## src/rtl/cpu_pkg.sv

```systemverilog
// rtl/cpu_pkg.sv - opcodes, instruction field offsets and writer decode shared by the CPU pipeline
package cpu_pkg;

  localparam logic [4:0] OP_MOV = 5'd0;
  localparam logic [4:0] OP_LD  = 5'd1;
  localparam logic [4:0] OP_ST  = 5'd2;
  localparam logic [4:0] OP_ADD = 5'd3;
  localparam logic [4:0] OP_SUB = 5'd4;
  localparam logic [4:0] OP_AND = 5'd5;
  localparam logic [4:0] OP_OR  = 5'd6;
  localparam logic [4:0] OP_NOT = 5'd7;
  localparam logic [4:0] OP_JMP = 5'd8;
  localparam logic [4:0] OP_NOP = 5'd9;

  // Fields are packed from the MSB down: opcode, rd, rs1, rs2; imm overlaps rs1/rs2.
  function automatic int opc_lsb(int instr_w);
    return instr_w - 5;
  endfunction

  function automatic int rd_lsb(int instr_w, int reg_aw);
    return instr_w - 5 - reg_aw;
  endfunction

  function automatic int rs1_lsb(int instr_w, int reg_aw);
    return instr_w - 5 - 2 * reg_aw;
  endfunction

  function automatic int rs2_lsb(int instr_w, int reg_aw);
    return instr_w - 5 - 3 * reg_aw;
  endfunction

  function automatic logic writes_rd(logic [4:0] op);
    case (op)
      OP_MOV, OP_LD, OP_ADD, OP_SUB, OP_AND, OP_OR, OP_NOT: return 1'b1;
      default: return 1'b0;
    endcase
  endfunction

endpackage

```

## src/rtl/id_regfile.sv

```systemverilog
// rtl/id_regfile.sv - architectural register file, two combinational reads, one synchronous write
module id_regfile #(
  parameter int DATA_W = 16,
  parameter int REG_AW = 3
) (
  input  logic              clk,
  input  logic              reset,
  input  logic              we_i,
  input  logic [REG_AW-1:0] waddr_i,
  input  logic [DATA_W-1:0] wdata_i,
  input  logic [REG_AW-1:0] raddr_a_i,
  input  logic [REG_AW-1:0] raddr_b_i,
  output logic [DATA_W-1:0] rdata_a_o,
  output logic [DATA_W-1:0] rdata_b_o
);

  localparam int NREG = 1 << REG_AW;

  logic [DATA_W-1:0] regs_q [NREG];

  always_ff @(posedge clk) begin
    if (reset) begin
      for (int i = 0; i < NREG; i++) regs_q[i] <= '0;
    end else if (we_i) begin
      regs_q[waddr_i] <= wdata_i;
    end
  end

  assign rdata_a_o = regs_q[raddr_a_i];
  assign rdata_b_o = regs_q[raddr_b_i];

endmodule

```

## src/rtl/id_stage.sv

```systemverilog
// rtl/id_stage.sv - decode stage: register file, pending-write scoreboard, valid/ready output register
// Optional write-back bypass of hazard check and operand read: ID_WB_BYPASS_EN
module id_stage
  import cpu_pkg::*;
#(
  parameter int DATA_W  = 16,
  parameter int REG_AW  = 3,
  parameter int INSTR_W = 16
) (
  input  logic               clk,
  input  logic               reset,
  input  logic [INSTR_W-1:0] instruction,
  input  logic               in_valid,
  output logic               in_ready,
  input  logic [DATA_W-1:0]  WB_data,
  input  logic [REG_AW-1:0]  WB_reg_addr,
  input  logic               WB_reg_write,
  output logic               out_valid,
  input  logic               out_ready,
  output logic [DATA_W-1:0]  reg_out_A,
  output logic [DATA_W-1:0]  reg_out_B,
  output logic [DATA_W-1:0]  immediate,
  output logic [REG_AW-1:0]  dest_reg_addr,
  output logic [4:0]         opcode,
  output logic               reg_write,
  output logic               illegal
);

  localparam int NREG    = 1 << REG_AW;
  localparam int IMM_W   = INSTR_W - 5 - REG_AW;
  localparam int OPC_LSB = opc_lsb(INSTR_W);
  localparam int RD_LSB  = rd_lsb(INSTR_W, REG_AW);
  localparam int RS1_LSB = rs1_lsb(INSTR_W, REG_AW);
  localparam int RS2_LSB = rs2_lsb(INSTR_W, REG_AW);

  logic [4:0]        op;
  logic [REG_AW-1:0] rd, rs1, rs2, raddr_a;
  logic [IMM_W-1:0]  imm;
  logic              use_a_rs1, use_a_rd, use_a, use_b, wr, hazard, in_fire;
  logic [DATA_W-1:0] rf_a, rf_b, src_a, src_b, imm_d;
  logic [NREG-1:0]   pending_q, pending_d, pend_chk, wb_clr, rd_set;

  logic              out_valid_q;
  logic [DATA_W-1:0] a_q, b_q, imm_q;
  logic [REG_AW-1:0] dest_q;
  logic [4:0]        op_q;
  logic              reg_write_q, illegal_q;

  assign op  = instruction[OPC_LSB +: 5];
  assign rd  = instruction[RD_LSB  +: REG_AW];
  assign rs1 = instruction[RS1_LSB +: REG_AW];
  assign rs2 = instruction[RS2_LSB +: REG_AW];
  assign imm = instruction[IMM_W-1:0];
  assign wr  = writes_rd(op);

  always_comb begin
    use_a_rs1 = 1'b0;
    use_a_rd  = 1'b0;
    use_b     = 1'b0;
    case (op)
      OP_MOV, OP_NOT: use_a_rs1 = 1'b1;
      OP_ADD, OP_SUB, OP_AND, OP_OR: begin
        use_a_rs1 = 1'b1;
        use_b     = 1'b1;
      end
      OP_ST: use_a_rd = 1'b1;
      default: ;
    endcase
  end

  assign use_a   = use_a_rs1 || use_a_rd;
  assign raddr_a = use_a_rd ? rd : rs1;

  id_regfile #(.DATA_W(DATA_W), .REG_AW(REG_AW)) u_regfile (
    .clk       (clk),
    .reset     (reset),
    .we_i      (WB_reg_write),
    .waddr_i   (WB_reg_addr),
    .wdata_i   (WB_data),
    .raddr_a_i (raddr_a),
    .raddr_b_i (rs2),
    .rdata_a_o (rf_a),
    .rdata_b_o (rf_b)
  );

  assign wb_clr = WB_reg_write ? (NREG'(1) << WB_reg_addr) : '0;
  assign rd_set = (in_fire && wr) ? (NREG'(1) << rd) : '0;

`ifdef ID_WB_BYPASS_EN
  assign pend_chk = pending_q & ~wb_clr;
  assign src_a    = (WB_reg_write && WB_reg_addr == raddr_a) ? WB_data : rf_a;
  assign src_b    = (WB_reg_write && WB_reg_addr == rs2) ? WB_data : rf_b;
`else
  // Stalled reads see the pre-write value; they are retried after the write lands.
  assign pend_chk = pending_q;
  assign src_a    = rf_a;
  assign src_b    = rf_b;
`endif

  assign hazard   = (use_a && pend_chk[raddr_a]) || (use_b && pend_chk[rs2]) || (wr && pend_chk[rd]);
  assign in_ready = !hazard && (!out_valid_q || out_ready);
  assign in_fire  = in_valid && in_ready;

  // Set after clear so a same-cycle set of the same register wins.
  assign pending_d = (pending_q & ~wb_clr) | rd_set;

  always_comb begin
    imm_d = '0;
    case (op)
      OP_LD, OP_ST: imm_d = {{(DATA_W-IMM_W){1'b0}}, imm};
      OP_JMP:       imm_d = {{(DATA_W-IMM_W){imm[IMM_W-1]}}, imm};
      default: ;
    endcase
  end

  always_ff @(posedge clk) begin
    if (reset) begin
      pending_q   <= '0;
      out_valid_q <= 1'b0;
      a_q         <= '0;
      b_q         <= '0;
      imm_q       <= '0;
      dest_q      <= '0;
      op_q        <= '0;
      reg_write_q <= 1'b0;
      illegal_q   <= 1'b0;
    end else begin
      pending_q <= pending_d;
      if (in_fire) begin
        out_valid_q <= 1'b1;
        a_q         <= use_a ? src_a : '0;
        b_q         <= use_b ? src_b : '0;
        imm_q       <= imm_d;
        dest_q      <= rd;
        op_q        <= op;
        reg_write_q <= wr;
        illegal_q   <= (op > OP_NOP);
      end else if (out_ready) begin
        out_valid_q <= 1'b0;
      end
    end
  end

  assign out_valid     = out_valid_q;
  assign reg_out_A     = a_q;
  assign reg_out_B     = b_q;
  assign immediate     = imm_q;
  assign dest_reg_addr = dest_q;
  assign opcode        = op_q;
  assign reg_write     = reg_write_q;
  assign illegal       = illegal_q;

endmodule

```

## config.mk

```make
export PLATFORM = sky130hd
export DESIGN_NAME = id_stage
export DESIGN_NICKNAME = d
export VERILOG_FILES = /design/src/rtl/cpu_pkg.sv /design/src/rtl/id_regfile.sv /design/src/rtl/id_stage.sv
export SDC_FILE = /design/constraint.sdc
export NUM_CORES = 1
export LEC_CHECK = 0
export CAP_MARGIN = 20
export CORE_ASPECT_RATIO = 0.7
export CORE_MARGIN = 8
export CORE_UTILIZATION = 60
export DETAILED_ROUTE_END_ITERATION = 12
export MAX_ROUTING_LAYER = met4
export PLACE_DENSITY_LB_ADDON = 0.25
export SLEW_MARGIN = 20
export SYNTH_ARGS = -nofsm -noshare
export SYNTH_HDL_FRONTEND = slang
export SYNTH_SLANG_ARGS = --single-unit
export TNS_END_PERCENT = 30
```

## constraint.sdc

```tcl
create_clock -name clk -period 9 [get_ports clk]
set_clock_uncertainty 0.15 [all_clocks]
set_input_delay 2.25 -clock clk [delete_from_list [all_inputs] [get_ports clk]]
set_output_delay 2.25 -clock clk [all_outputs]
set_load 0.01 [all_outputs]
```

# Yosys cells after proc, flatten, opt, wreduce, memory -nomap -nowiden
# Memory sizes are Yosys's and may differ from the RTL's.
# Cells that the tools add are included.
dict set report word_totals {
  register_bits 67
  mem_bits_rw 128
  in_bits 40
  elab_cells 72
  memories 1
}
dict set report classes {
  n_lt_le_gt_ge 4
  n_eq_ne 8
  shift 2
  mux 26
  bitwise 3
  reduce_logical 19
}
# name depth word_bits rd rd_ports_with_merged_regs write_ports line
set memory_table {}
lappend memory_table {u_regfile.regs_q 8 16 2 0 8 id_regfile.sv:19} ;# logic [DATA_W-1:0] regs_q [NREG];
# operator count
set op_table {}
lappend op_table {{$mux 16} 3}
lappend op_table {{$pmux 16 s2} 1}
lappend op_table {{$eq 5x3->1 const B} 4}
lappend op_table {{$mux 8} 2}
lappend op_table {{$reduce_or 16->1} 1}
lappend op_table {{$shl 1x3->8 const A} 2}
lappend op_table {{$mux 1} 15}
lappend op_table {{$lt 3x4->1 const B} 3}
lappend op_table {{$eq 5x2->1 const B} 2}
lappend op_table {{$bmux 1 s3} 3}
lappend op_table {{$and 8x8->8} 1}
lappend op_table {{$not 8->8} 1}
lappend op_table {{$or 8x8->8} 1}
lappend op_table {{$reduce_or 7->1} 1}
lappend op_table {{$logic_and 1x1->1} 6}
lappend op_table {{$mux 3} 2}
lappend op_table {{$reduce_or 6->1} 1}
lappend op_table {{$eq 5x1->1 const B} 1}
lappend op_table {{$eq 5x4->1 const B} 1}
lappend op_table {{$gt 5x4->1 const B} 1}
lappend op_table {{$logic_not 5->1} 1}
lappend op_table {{$logic_or 1x1->1} 4}
lappend op_table {{$reduce_or 4->1} 1}
lappend op_table {{$logic_not 1->1} 2}
lappend op_table {{other kinds (2)} 2}

# Logic depth before layout (Yosys ltp)
# Gate-level depths: netlist (run 1).
dict set report logic_depth {
  ltp_word 14
  mapped_depth 11
}

# Cells and area by module
# A second synthesis (run 1) with hierarchy kept.
dict set report hier_totals {
  cells_unflattened 758
  hier_area_um2 9970.8
}
# mod instances cells_per_inst area_per_inst_um2
set by_module_without_submodules {}
lappend by_module_without_submodules {id_regfile 1 430 6910.4}
lappend by_module_without_submodules {id_stage 1 328 3060.4}

# Least setup slack after synthesis (run 1)
# No wires, ideal clock.
dict set report synth_timing {
  path_type {input -> output}
  from {input instruction[11]}
  to {output in_ready}
  t_arrival_ns 4.110
  t_required_ns 6.600
  setup_slack_ns 2.490
  cell_stages 8
  n_path_buf 2
  cell_sequence {buf_6 or3b_4 buf_6 or4_1 nand3_1 o2bb2ai_2 nor3_1 nor4_1}
}
dict set report synth_via {
  elab_chain_len 10
  elab_cells_between_ends 26
  cone_classes {eq/ne (7); mux (7); reduce/logical (12)}
}
# item line
set synth_lines {}
lappend synth_lines {{from (decl)} id_stage.sv:12} ;# input logic [INSTR_W-1:0] instruction,
lappend synth_lines {{$eq 5x2->1} id_stage.sv:60} ;# case (op)
lappend synth_lines {{$mux 1} id_stage.sv:60}
lappend synth_lines {{$mux 3} id_stage.sv:72} ;# assign raddr_a = use_a_rd ? rd : rs1;
lappend synth_lines {{$bmux 1 s3} id_stage.sv:100} ;# assign hazard = (use_a && pend_chk[raddr_a]) || (use_b && pend_chk[rs2]) || (wr && pend_chk[rd]);
lappend synth_lines {{$mux 1 (implied by the code)} id_stage.sv:100}
lappend synth_lines {{$logic_and 1x1->1} id_stage.sv:100}
lappend synth_lines {{$logic_or 1x1->1} id_stage.sv:100}
lappend synth_lines {{$logic_or 1x1->1 *} id_stage.sv:100}
lappend synth_lines {{$logic_not 1->1 *} id_stage.sv:101} ;# assign in_ready = !hazard && (!out_valid_q || out_ready);
lappend synth_lines {{$logic_and 1x1->1 *} id_stage.sv:101}
lappend synth_lines {{to (decl)} id_stage.sv:14} ;# output logic in_ready,
# Mark *: on every way between the ends. The rest lies on a longest branch, timed or not. The select of a mux whose other input is x is not followed.

# Final worst setup path (run 1)
dict set report layout_timing {
  from {input instruction[14]}
  to {output in_ready}
}
# The elaborated chain is that of the path after synthesis.

==> impl_metrics.xml, run 1 <==
<?xml version="1.0" encoding="UTF-8"?>
<metrics>
  <group name="sta">
    <metric name="finalSetupViolCount" unit="">0</metric>
    <metric name="grt_setup_unrepaired" unit="">false</metric>
    <metric name="fin_setup_tns" unit="ps">0</metric>
    <metric name="achievable-frequency" unit="GHz">0.1277</metric>
    <metric name="timing_hold_violations_final" unit="">0</metric>
    <metric name="fin_crit" unit="ps">7833</metric>
    <metric name="slew-limit-headroom" unit="%">19.13</metric>
    <metric name="report.final.slew_viol_count" unit="">0</metric>
    <metric name="post-route-worst-setup-slack" unit="ps">1167</metric>
    <metric name="worst_slew_pin_slew" unit="ps">1211</metric>
    <metric name="final.period_utilization" unit="%">87.04</metric>
  </group>
  <group name="clock_tree">
    <metric name="maximum_buffer_depth_of_the_clock_tree" unit="">2</metric>
    <metric name="post_cts_resized" unit="">0</metric>
    <metric name="postCtsSetupBuffers" unit="">0</metric>
    <metric name="clk_latency" unit="ps">430</metric>
    <metric name="cts_tree" unit="">yes</metric>
    <metric name="clock_tree_root" unit="">clkbuf_16</metric>
    <metric name="holdBufCountCts" unit="">0</metric>
    <metric name="cts_inserted_buffers" unit="">17</metric>
    <metric name="clock_sinks" unit="">188</metric>
    <metric name="cts_max_level" unit="">4</metric>
    <metric name="clk_transition_reported_paths" unit="ps">70</metric>
  </group>
  <group name="routing">
    <metric name="totalWireLength" unit="um">30370</metric>
    <metric name="post_drt_via_cell_ratio" unit="">6.511</metric>
    <metric name="remaining_drc_errors" unit="">0</metric>
    <metric name="initialDrtViolationCount" unit="">1398</metric>
    <metric name="via_count" unit="">8302</metric>
    <metric name="detail-route-antenna-nets" unit="">0</metric>
    <metric name="detail_route.wl_per_cell" unit="um">23.82</metric>
    <metric name="dr.pass1.iters" unit="">7</metric>
  </group>
  <group name="floorplanning">
    <metric name="die_y" unit="um">125.3</metric>
    <metric name="initial_utilization" unit="%">60.56</metric>
    <metric name="io_pins" unit="">100</metric>
    <metric name="core_area" unit="um2">16920</metric>
    <metric name="chipWidth" unit="um">172.2</metric>
    <metric name="dieArea" unit="um2">21580</metric>
    <metric name="rows" unit="">40</metric>
  </group>
  <group name="logic_synthesis">
    <metric name="seq_cells_post_synth" unit="">188</metric>
    <metric name="synth_area_per_cell" unit="um2">10.51</metric>
    <metric name="synth.distinct_cells" unit="">61</metric>
    <metric name="synth_sequential_area_ratio" unit="%">49.24</metric>
    <metric name="yosysWarningCount" unit="">0</metric>
    <metric name="post_synthesis_net_count" unit="">1015</metric>
    <metric name="async_flop_share" unit="%">0</metric>
    <metric name="syn-instance-count" unit="">975</metric>
    <metric name="synth.top_cells.by_area" unit="">edfxtp_1, dfxtp_1, mux4_2</metric>
    <metric name="mappedNetlistArea" unit="um2">10240</metric>
    <metric name="synth_top_area_share" unit="%">37.52</metric>
    <metric name="yosys.area.top_type" unit="">edfxtp_1</metric>
    <metric name="synth_ff_type" unit="">edfxtp_1</metric>
    <metric name="synth_edf_count" unit="">128</metric>
  </group>
  <group name="worst_setup_path">
    <metric name="worstRegToRegCells" unit="">7</metric>
    <metric name="worstPathBufferInverterCount" unit="">3</metric>
    <metric name="cpLargestDelayFamily" unit="">buffers and inverters</metric>
    <metric name="setup.worst_path.class" unit="">input pin to output pin</metric>
    <metric name="critPathLaunchType" unit="">input pin</metric>
    <metric name="worst_ep_required_time" unit="ps">6600</metric>
    <metric name="cp_slowest_cell" unit="">clkdlybuf4s50_1</metric>
    <metric name="cp_cell_sequence" unit="">clkdlybuf4s50_1, or2_1, nor2_1, o31ai_1, buf_4, o211a_1, nor3_1, nor4_1, clkdlybuf4s50_1</metric>
    <metric name="worst_r2r_endpoint" unit="">reg_out_A[10]</metric>
    <metric name="path_common_cell" unit="">clkdlybuf4s50_1</metric>
    <metric name="critPathArrivalTime" unit="ps">5430</metric>
    <metric name="timing.critical_path.slowest_cell_delay" unit="ps">630</metric>
    <metric name="timing.critical_path.to_type" unit="">output pin</metric>
    <metric name="reg2reg_from" unit="">pend_chk[3]</metric>
    <metric name="crit_path_max_fanout" unit="">16</metric>
    <metric name="ff2ff_setup_slack" unit="ps">6150</metric>
  </group>
  <group name="pwr">
    <metric name="p_clk_share" unit="%">37.4</metric>
    <metric name="vdd_drop_max" unit="mV">0.1258</metric>
    <metric name="power.switching_fraction" unit="%">25.34</metric>
    <metric name="p_comb_share" unit="%">13.3</metric>
    <metric name="netSwitchingPower" unit="mW">0.5164</metric>
    <metric name="pwr-share-seq" unit="%">49.3</metric>
    <metric name="power.static_leakage" unit="nW">4.231</metric>
    <metric name="power_per_cell_area" unit="nW/um2">171.3</metric>
    <metric name="power.internal" unit="mW">1.521</metric>
  </group>
  <group name="hold_path">
    <metric name="whs_endpoint" unit="">opcode[4]</metric>
    <metric name="holdCritStartpoint" unit="">opcode[4]</metric>
    <metric name="whs_path_depth" unit="">2</metric>
    <metric name="hp-class" unit="">flip-flop to flip-flop</metric>
  </group>
  <group name="placement">
    <metric name="post-place-ws" unit="ps">1181</metric>
    <metric name="io_buffer_count" unit="">99</metric>
    <metric name="hpwlAfterDp" unit="um">20010</metric>
    <metric name="place_congestion" unit="">0.9544</metric>
  </group>
  <group name="global_routing">
    <metric name="gr-total-overflow" unit="">0</metric>
    <metric name="grt_start_max_net_pins" unit="">78</metric>
    <metric name="global_route_wire_length_before_repair" unit="um">45890</metric>
    <metric name="track_usage" unit="%">28.86</metric>
    <metric name="grt_pass1_vias" unit="">7668</metric>
    <metric name="grt_antenna_before_repair" unit="">0</metric>
  </group>
  <group name="finish">
    <metric name="flow.area_growth_from_synthesis" unit="%">16.10</metric>
    <metric name="filler_cell_count" unit="">1275</metric>
    <metric name="nNetsFinal" unit="">1072</metric>
    <metric name="antenna_fix_cells" unit="">0</metric>
    <metric name="layout.core_utilization" unit="%">70.31</metric>
    <metric name="final_layout_size_suffix_gt1_share" unit="%">10.34</metric>
  </group>
  <group name="job">
    <metric name="maxCapViolations" unit="">0</metric>
  </group>
  <group name="run_status">
    <metric name="run_status" unit="">complete, no violations</metric>
  </group>
</metrics>
worst max path at each step:
stage,startpoint,to,slack [ps],cells past startpoint
6_report,instruction[14],in_ready,1170,9
3_3_place_gp,instruction[14],in_ready,1280,9
2_1_floorplan,instruction[11],in_ready,2490,8
3_5_place_dp,instruction[15],in_ready,1180,9
4_1_cts,instruction[14],in_ready,1160,9
5_1_grt,instruction[14],in_ready,960,8
placed cells by master (no fill, tap or decap), drive strengths merged, types with 6 or more instances in the layout:
master	Yosys	routed
a31o	6	6
and2	129	129
buf	25	23
clkbuf	57	20
clkdlybuf4s50	0	97
dfxtp	60	60
edfxtp	128	128
inv	16	19
mux2i	52	52
mux4	36	36
nand2	102	102
nand2b	61	61
nand3	103	103
nand4	19	19
nor2	20	20
nor3	11	11
o21ai	73	73
o221ai	16	16
worst register-to-register path: cells and delay by family, from the launching register on:
kind / cells / cell delay (ps)
AO/OA/AOI/OAI: 4 / 1160
buffers and inverters: 1 / 620
flip-flops: 1 / 450
multiplexers: 2 / 400
cell families (layout without fill, tap and decap cells):
family | count (synthesis) | in the layout | synth area share, %
AO/OA/AOI/OAI | 129 | 129 | 8.256
flip-flops | 188 | 188 | 49.24
XOR/XNOR | 1 | 1 | 0.08551
multiplexers | 90 | 90 | 13.21
AND/OR/NAND/NOR | 469 | 469 | 24.69
buffers and inverters | 98 | 167 | 4.507
layout make-up:
class                      instances  area [um2]  share of cell area (%)
inverter                          16       60.06                  0.5049
sequential                       188        5045                   42.42
tap                              231       289.0                   2.430
clock buffer                      20       436.7                   3.671
clock inverter                    11       142.6                   1.199
multi-input combinational        689        4782                   40.21
timing repair buffer             120        1139                   9.573
through the flow:
step	power [mW]	hold slack (ps)	instance area, um2	cells
2_1_floorplan	1.174	304.9	10240	975
3_3_place_gp	1.279	308.6	11290	1244
3_5_place_dp	1.285	314.1	11310	1244
4_1_cts	2.033	325.0	11890	1275
5_1_grt	2.090	348.0	11890	1275
6_report	2.037	319.8	11890	1275
power groups by stage:
| stage | Clock (mW) | Sequential (mW) | Combinational, mW |
|---|---|---|---|
| after floorplan | 0 | 1.01 | 0.164 |
| after CTS | 0.765 | 1.00 | 0.267 |
| final | 0.762 | 1.00 | 0.271 |
| after global routing | 0.795 | 1.01 | 0.289 |
| after detailed placement | 0 | 1.02 | 0.265 |
| after global placement | 0 | 1.02 | 0.261 |
registers in the layout, indices dropped and copies added, names as in the netlist:
| name | count |
|---|---|
| opcode | 5 |
| out_valid | 1 |
| u_regfile.regs_q | 128 |
| dest_reg_addr | 3 |
| illegal | 1 |
| pend_chk | 8 |
| reg_out_A | 16 |
| reg_out_B | 16 |
| reg_write | 1 |
| immediate | 9 |
per-layer routing:
layer	wire, um	track usage [%]
met5	0	-
met4	773	9.656
met3	4250	7.859
met2	12420	38.10
met1	12930	41.95
synthesized netlist by cell type (5+ instances only):
library cell	number
inv_1	14
nand4_1	19
nand3_1	103
mux2i_1	52
o221ai_1	16
nand2b_1	61
mux4_2	36
and2_1	129
dfxtp_1	60
buf_4	9
nor2_1	20
buf_2	6
clkbuf_1	57
nor3_1	9
nor2b_1	5
a21oi_1	5
o22ai_1	5
nand2_1	101
edfxtp_1	128
o21ai_0	66
Note: power is estimated with default switching activity, not from simulation.
==> inputs of run 2 (changes only) <==
- PLACE_DENSITY_LB_ADDON: 0.25 -> 0.3
- TNS_END_PERCENT: 30 -> unset
==> impl_metrics.xml, run 2 (same netlist as run 1, synthesis figures left out) <==
<?xml version="1.0" encoding="UTF-8"?>
<metrics>
  <group name="run_status">
    <metric name="run_status" unit="">complete, no violations</metric>
  </group>
  <group name="sta">
    <metric name="report.final.slew_viol_count" unit="">0</metric>
    <metric name="fin_crit" unit="ps">7860</metric>
    <metric name="achievable-frequency" unit="GHz">0.1272</metric>
    <metric name="worst_slew_pin_slew" unit="ps">1087</metric>
    <metric name="final.period_utilization" unit="%">87.34</metric>
    <metric name="grt_setup_unrepaired" unit="">false</metric>
    <metric name="timing_hold_violations_final" unit="">0</metric>
    <metric name="finalSetupViolCount" unit="">0</metric>
    <metric name="fin_setup_tns" unit="ps">0</metric>
    <metric name="slew-limit-headroom" unit="%">27.23</metric>
  </group>
  <group name="worst_setup_path">
    <metric name="worst_r2r_endpoint" unit="">reg_out_A[14]</metric>
    <metric name="critPathArrivalTime" unit="ps">5460</metric>
    <metric name="cp_slowest_cell" unit="">clkdlybuf4s50_1</metric>
    <metric name="ff2ff_setup_slack" unit="ps">5810</metric>
    <metric name="critPathLaunchType" unit="">input pin</metric>
    <metric name="reg2reg_from" unit="">pend_chk[3]</metric>
    <metric name="worstRegToRegCells" unit="">7</metric>
    <metric name="timing.critical_path.to_type" unit="">output pin</metric>
    <metric name="timing.critical_path.slowest_cell_delay" unit="ps">610</metric>
    <metric name="cp_cell_sequence" unit="">clkdlybuf4s50_1, nor2_1, a21oi_1, o21ai_0, a41o_1, nor3_1, nor4_1, clkdlybuf4s50_1</metric>
    <metric name="worst_ep_required_time" unit="ps">6600</metric>
    <metric name="setup.worst_path.class" unit="">input pin to output pin</metric>
    <metric name="path_common_cell" unit="">clkdlybuf4s50_1</metric>
    <metric name="crit_path_max_fanout" unit="">12</metric>
  </group>
  <group name="global_routing">
    <metric name="track_usage" unit="%">28.75</metric>
    <metric name="grtUsageMet2" unit="%">37.75</metric>
    <metric name="grt_antenna_before_repair" unit="">1</metric>
    <metric name="grt_pass1_vias" unit="">7669</metric>
    <metric name="grt_util_met3" unit="%">9.337</metric>
    <metric name="grtUsageMet1" unit="%">41.22</metric>
    <metric name="global_route_wire_length_before_repair" unit="um">45610</metric>
    <metric name="grt_most_used_layer" unit="">met1</metric>
    <metric name="gr-total-overflow" unit="">0</metric>
    <metric name="grt_start_max_net_pins" unit="">78</metric>
  </group>
  <group name="clock_tree">
    <metric name="cts_tree" unit="">yes</metric>
    <metric name="maximum_buffer_depth_of_the_clock_tree" unit="">2</metric>
    <metric name="cts_inserted_buffers" unit="">17</metric>
    <metric name="cts_max_level" unit="">4</metric>
    <metric name="holdBufCountCts" unit="">0</metric>
    <metric name="post_cts_resized" unit="">0</metric>
    <metric name="clk_latency" unit="ps">440</metric>
    <metric name="clock_tree_root" unit="">clkbuf_16</metric>
    <metric name="clock_sinks" unit="">188</metric>
    <metric name="clk_transition_reported_paths" unit="ps">70</metric>
    <metric name="postCtsSetupBuffers" unit="">0</metric>
  </group>
  <group name="pwr">
    <metric name="vdd_drop_max" unit="mV">0.1235</metric>
    <metric name="power.static_leakage" unit="nW">4.270</metric>
    <metric name="power_per_cell_area" unit="nW/um2">173.1</metric>
  </group>
  <group name="placement">
    <metric name="place_congestion" unit="">0.9667</metric>
    <metric name="io_buffer_count" unit="">99</metric>
    <metric name="hpwlAfterDp" unit="um">20100</metric>
  </group>
  <group name="routing">
    <metric name="detail-route-antenna-nets" unit="">0</metric>
    <metric name="via_count" unit="">8290</metric>
    <metric name="initialDrtViolationCount" unit="">1202</metric>
    <metric name="remaining_drc_errors" unit="">0</metric>
    <metric name="dr.pass1.iters" unit="">9</metric>
    <metric name="detail_route.wl_per_cell" unit="um">23.67</metric>
    <metric name="totalWireLength" unit="um">30370</metric>
    <metric name="post_drt_via_cell_ratio" unit="">6.461</metric>
  </group>
  <group name="floorplanning">
    <metric name="initial_utilization" unit="%">60.56</metric>
    <metric name="core_area" unit="um2">16920</metric>
    <metric name="io_pins" unit="">100</metric>
    <metric name="rows" unit="">40</metric>
    <metric name="chipWidth" unit="um">172.2</metric>
    <metric name="die_y" unit="um">125.3</metric>
    <metric name="dieArea" unit="um2">21580</metric>
  </group>
  <group name="finish">
    <metric name="largest_register_by_flop_count" unit="">u_regfile.regs_q</metric>
    <metric name="layout.core_utilization" unit="%">70.67</metric>
    <metric name="final_layout_size_suffix_gt1_share" unit="%">11.23</metric>
    <metric name="final_cell_mix" unit="">and2_1, edfxtp_1, nand3_1</metric>
    <metric name="nNetsFinal" unit="">1078</metric>
    <metric name="largest_register_ff_count" unit="">128</metric>
    <metric name="flow.area_growth_from_synthesis" unit="%">16.68</metric>
    <metric name="filler_cell_count" unit="">1244</metric>
    <metric name="most_common_cell_after_layout_fill_and_taps_aside" unit="">and2_1</metric>
  </group>
  <group name="hold_path">
    <metric name="holdCritStartpoint" unit="">reg_out_A[12]</metric>
    <metric name="hp-class" unit="">flip-flop to flip-flop</metric>
    <metric name="whs_path_depth" unit="">2</metric>
    <metric name="whs_endpoint" unit="">reg_out_A[12]</metric>
  </group>
  <group name="job">
    <metric name="maxCapViolations" unit="">0</metric>
  </group>
</metrics>
==> run 2: cell count changes in the layout (fill, tap and decap cells not counted), moves of 2 or more <==
cell | before | now
nor2_2 | 4 | 1
clkinv_1 | 3 | 1
nor2_1 | 16 | 19
buf_4 | 21 | 27
nor3_2 | 1 | 3
nor3_4 | 3 | 1
clkbuf_1 | 3 | 0
inv_8 | 1 | 3
clkinvlp_2 | 0 | 2
==> run 2: worst max-delay path by stage <==
stage,start,end,slack [ps],depth (start not counted)
2_1_floorplan,instruction[11],in_ready,2490,8
3_5_place_dp,instruction[15],in_ready,1200,9
4_1_cts,instruction[15],in_ready,1180,9
6_report,instruction[14],in_ready,1140,8
5_1_grt,instruction[14],in_ready,840,9
3_3_place_gp,instruction[14],in_ready,1280,9
==> run 2: metrics by stage <==
step	worst slack [ps]	power, mW	cell area, um2	hold slack, ps	instances
floorplan	2490	1.174	10240	304.9	975
global placement	1277	1.279	11330	308.9	1249
detailed placement	1200	1.284	11330	311.1	1249
CTS	1177	2.063	11940	326.9	1281
global route	842.2	2.125	11950	350.7	1283
finish	1140	2.069	11950	322.1	1283
==> run 2: area by class of cell <==
type	count	area (um2)	area share, %
Sequential cell	188	5045	42.20
Antenna cell	1	2.502	0.02093
Tap cell	231	289.0	2.418
Timing Repair Buffer	126	1184	9.902
Clock inverter	15	185.2	1.549
Multi-Input combinational cell	689	4763	39.85
Inverter	16	60.06	0.5024
Clock buffer	17	425.4	3.559
==> run 2: worst max-delay path, delay by kind of cell <==
family | cells | cell delay [ps]
AO/OA/AOI/OAI | 3 | 1020
AND/OR/NAND/NOR | 3 | 1040
buffers and inverters | 2 | 1150
==> run 2: power by group <==
part	total (mW)	switching, mW	internal, mW	leakage [nW]
registers	1.00	0.0322	0.972	1.72
clock network	0.795	0.352	0.443	0.294
logic	0.270	0.157	0.113	2.25
==> run 2: per-layer routing <==
metal / vias up / part of all wire [%]
met5: - / 0
met4: 0 / 2.7
met3: 85 / 14
met2: 599 / 40
met1: 3950 / 43
li1: 3656 / -
==> inputs of run 3 (changes only) <==
- CTS_BUF_LIST: unset -> sky130_fd_sc_hd__clkbuf_4 sky130_fd_sc_hd__clkbuf_8
- GPL_ROUTABILITY_DRIVEN: unset -> 0
==> impl_metrics.xml, run 3 (same netlist as run 1, synthesis figures left out) <==
<?xml version="1.0" encoding="UTF-8"?>
<metrics>
  <group name="pwr">
    <metric name="power_per_cell_area" unit="nW/um2">156.5</metric>
    <metric name="vdd_drop_max" unit="mV">0.09334</metric>
    <metric name="design_power_total" unit="mW">1.830</metric>
    <metric name="power.static_leakage" unit="nW">4.163</metric>
  </group>
  <group name="floorplanning">
    <metric name="dieArea" unit="um2">21580</metric>
    <metric name="core_area" unit="um2">16920</metric>
    <metric name="chipWidth" unit="um">172.2</metric>
    <metric name="rows" unit="">40</metric>
    <metric name="die_y" unit="um">125.3</metric>
    <metric name="io_pins" unit="">100</metric>
    <metric name="initial_utilization" unit="%">60.56</metric>
  </group>
  <group name="job">
    <metric name="maxCapViolations" unit="">0</metric>
  </group>
  <group name="clock_tree">
    <metric name="cts_inserted_buffers" unit="">17</metric>
    <metric name="cts_tree" unit="">yes</metric>
    <metric name="holdBufCountCts" unit="">0</metric>
    <metric name="clock_tree_root" unit="">clkbuf_8</metric>
    <metric name="postCtsSetupBuffers" unit="">0</metric>
    <metric name="cts_max_level" unit="">4</metric>
    <metric name="post_cts_resized" unit="">0</metric>
    <metric name="clock_sinks" unit="">188</metric>
    <metric name="clk_latency" unit="ps">460</metric>
    <metric name="maximum_buffer_depth_of_the_clock_tree" unit="">2</metric>
    <metric name="clk_transition_reported_paths" unit="ps">90</metric>
  </group>
  <group name="worst_setup_path">
    <metric name="critPathLaunchType" unit="">input pin</metric>
    <metric name="worstPathBufferInverterCount" unit="">2</metric>
    <metric name="timing.critical_path.slowest_cell_delay" unit="ps">700</metric>
    <metric name="timing.critical_path.from" unit="">instruction[14]</metric>
    <metric name="cp_slowest_cell" unit="">o31ai_1</metric>
    <metric name="reg2reg_from" unit="">pend_chk[3]</metric>
    <metric name="worst_ep_required_time" unit="ps">6600</metric>
    <metric name="timing.critical_path.to_type" unit="">output pin</metric>
    <metric name="cpLargestDelayFamily" unit="">buffers and inverters</metric>
    <metric name="cp_cell_sequence" unit="">clkdlybuf4s50_1, or2_1, nor2_1, o31ai_1, o211a_1, nor3_1, nor4_1, clkdlybuf4s50_1</metric>
    <metric name="crit_path_max_fanout" unit="">16</metric>
    <metric name="setup.worst_path.class" unit="">input pin to output pin</metric>
    <metric name="path_common_cell" unit="">clkdlybuf4s50_1</metric>
    <metric name="critPathArrivalTime" unit="ps">5740</metric>
  </group>
  <group name="sta">
    <metric name="slew-limit-headroom" unit="%">27.07</metric>
    <metric name="final.period_utilization" unit="%">90.47</metric>
    <metric name="grt_setup_unrepaired" unit="">false</metric>
    <metric name="post-route-worst-setup-slack" unit="ps">857.7</metric>
    <metric name="finalSetupViolCount" unit="">0</metric>
    <metric name="achievable-frequency" unit="GHz">0.1228</metric>
    <metric name="fin_setup_tns" unit="ps">0</metric>
    <metric name="worst_slew_pin_slew" unit="ps">1086</metric>
    <metric name="timing_hold_violations_final" unit="">0</metric>
    <metric name="report.final.slew_viol_count" unit="">0</metric>
    <metric name="fin_crit" unit="ps">8142</metric>
  </group>
  <group name="routing">
    <metric name="detail-route-antenna-nets" unit="">0</metric>
    <metric name="via_count" unit="">8145</metric>
    <metric name="remaining_drc_errors" unit="">0</metric>
    <metric name="dr.pass1.iters" unit="">6</metric>
    <metric name="post_drt_via_cell_ratio" unit="">6.368</metric>
    <metric name="detail_route.wl_per_cell" unit="um">22.65</metric>
    <metric name="initialDrtViolationCount" unit="">1317</metric>
    <metric name="totalWireLength" unit="um">28970</metric>
  </group>
  <group name="finish">
    <metric name="seqCellArea" unit="um2">5045</metric>
    <metric name="post_route_cell_area" unit="um2">11690</metric>
    <metric name="nNetsFinal" unit="">1074</metric>
    <metric name="most_common_cell_after_layout_fill_and_taps_aside" unit="">and2_1</metric>
    <metric name="largest_register_ff_count" unit="">128</metric>
    <metric name="filler_cell_count" unit="">1277</metric>
    <metric name="largest_register_by_flop_count" unit="">u_regfile.regs_q</metric>
    <metric name="final_cell_mix" unit="">and2_1, edfxtp_1, nand3_1</metric>
    <metric name="footprint_of_the_multi_input_gates" unit="um2">4765</metric>
    <metric name="flow.area_growth_from_synthesis" unit="%">14.14</metric>
    <metric name="final_layout_size_suffix_gt1_share" unit="%">10.89</metric>
  </group>
  <group name="global_routing">
    <metric name="track_usage" unit="%">27.20</metric>
    <metric name="grt_antenna_before_repair" unit="">1</metric>
    <metric name="grt_pass1_vias" unit="">7601</metric>
    <metric name="gr-total-overflow" unit="">0</metric>
    <metric name="global_route_wire_length_before_repair" unit="um">43710</metric>
    <metric name="grt_start_max_net_pins" unit="">78</metric>
  </group>
  <group name="hold_path">
    <metric name="hp-class" unit="">flip-flop to flip-flop</metric>
    <metric name="holdCritStartpoint" unit="">reg_out_B[10]</metric>
  </group>
  <group name="placement">
    <metric name="placed_cell_area" unit="um2">11310</metric>
    <metric name="post-place-ws" unit="ps">918.8</metric>
    <metric name="hpwlAfterDp" unit="um">19470</metric>
    <metric name="io_buffer_count" unit="">99</metric>
  </group>
  <group name="run_status">
    <metric name="run_status" unit="">complete, no violations</metric>
  </group>
</metrics>
run 3: changes by cell type in the layout (fill, tap and decap cells not counted), sizes merged:
cell	previous run	this run
buf	29	25
clkbuf	17	21
clkinvlp	3	0
bufinv	3	2
clkinv	3	4
inv	22	21
run 3: report_power, final:
group	total, mW	internal, mW	switching, mW
Combinational	0.266	0.112	0.154
Clock	0.560	0.259	0.301
Sequential	1.00	0.972	0.0331
run 3: tightest hold or removal path: stages (launching register included):
cell and delay (ps):
dfxtp_1 320, nand2b_1 60, mux2i_1 60
run 3: area by class of cell:
class                   count  area share [%]
diodes                      1         0.02140
flip-flops and latches    188           43.14
inverters                  16          0.5136
multi-input cells         689           40.74
well taps                 231           2.472
clock inverters            11          0.9844
repair buffers            122           9.865
clock buffers              21           2.258
run 3: path summary, 6_finish.rpt:
check | end | slack [ps] | cells after the start
hold / removal | reg_out_B[10] | 330 | 2
hold reg to reg | reg_out_B[10] | 330 | 2
setup / recovery | in_ready | 860 | 8
setup reg to reg | opcode[1] | 6190 | 6
run 3: through the flow:
step	instances	util (%)	hold WS [ps]
6_report	1279	69.13	328.6
3_3_place_gp	1246	66.84	309.3
3_5_place_dp	1246	66.84	314.1
5_1_grt	1279	69.13	347.1
2_1_floorplan	975	-	304.9
4_1_cts	1278	69.08	330.5
run 3: metal layers:
metal / up-vias / share of wire, % / GRT usage, %
met5: - / 0 / -
met4: 0 / 2.4 / 7.836
met3: 73 / 15 / 9.400
met2: 651 / 40 / 35.74
met1: 3781 / 42 / 38.92
li1: 3640 / - / -
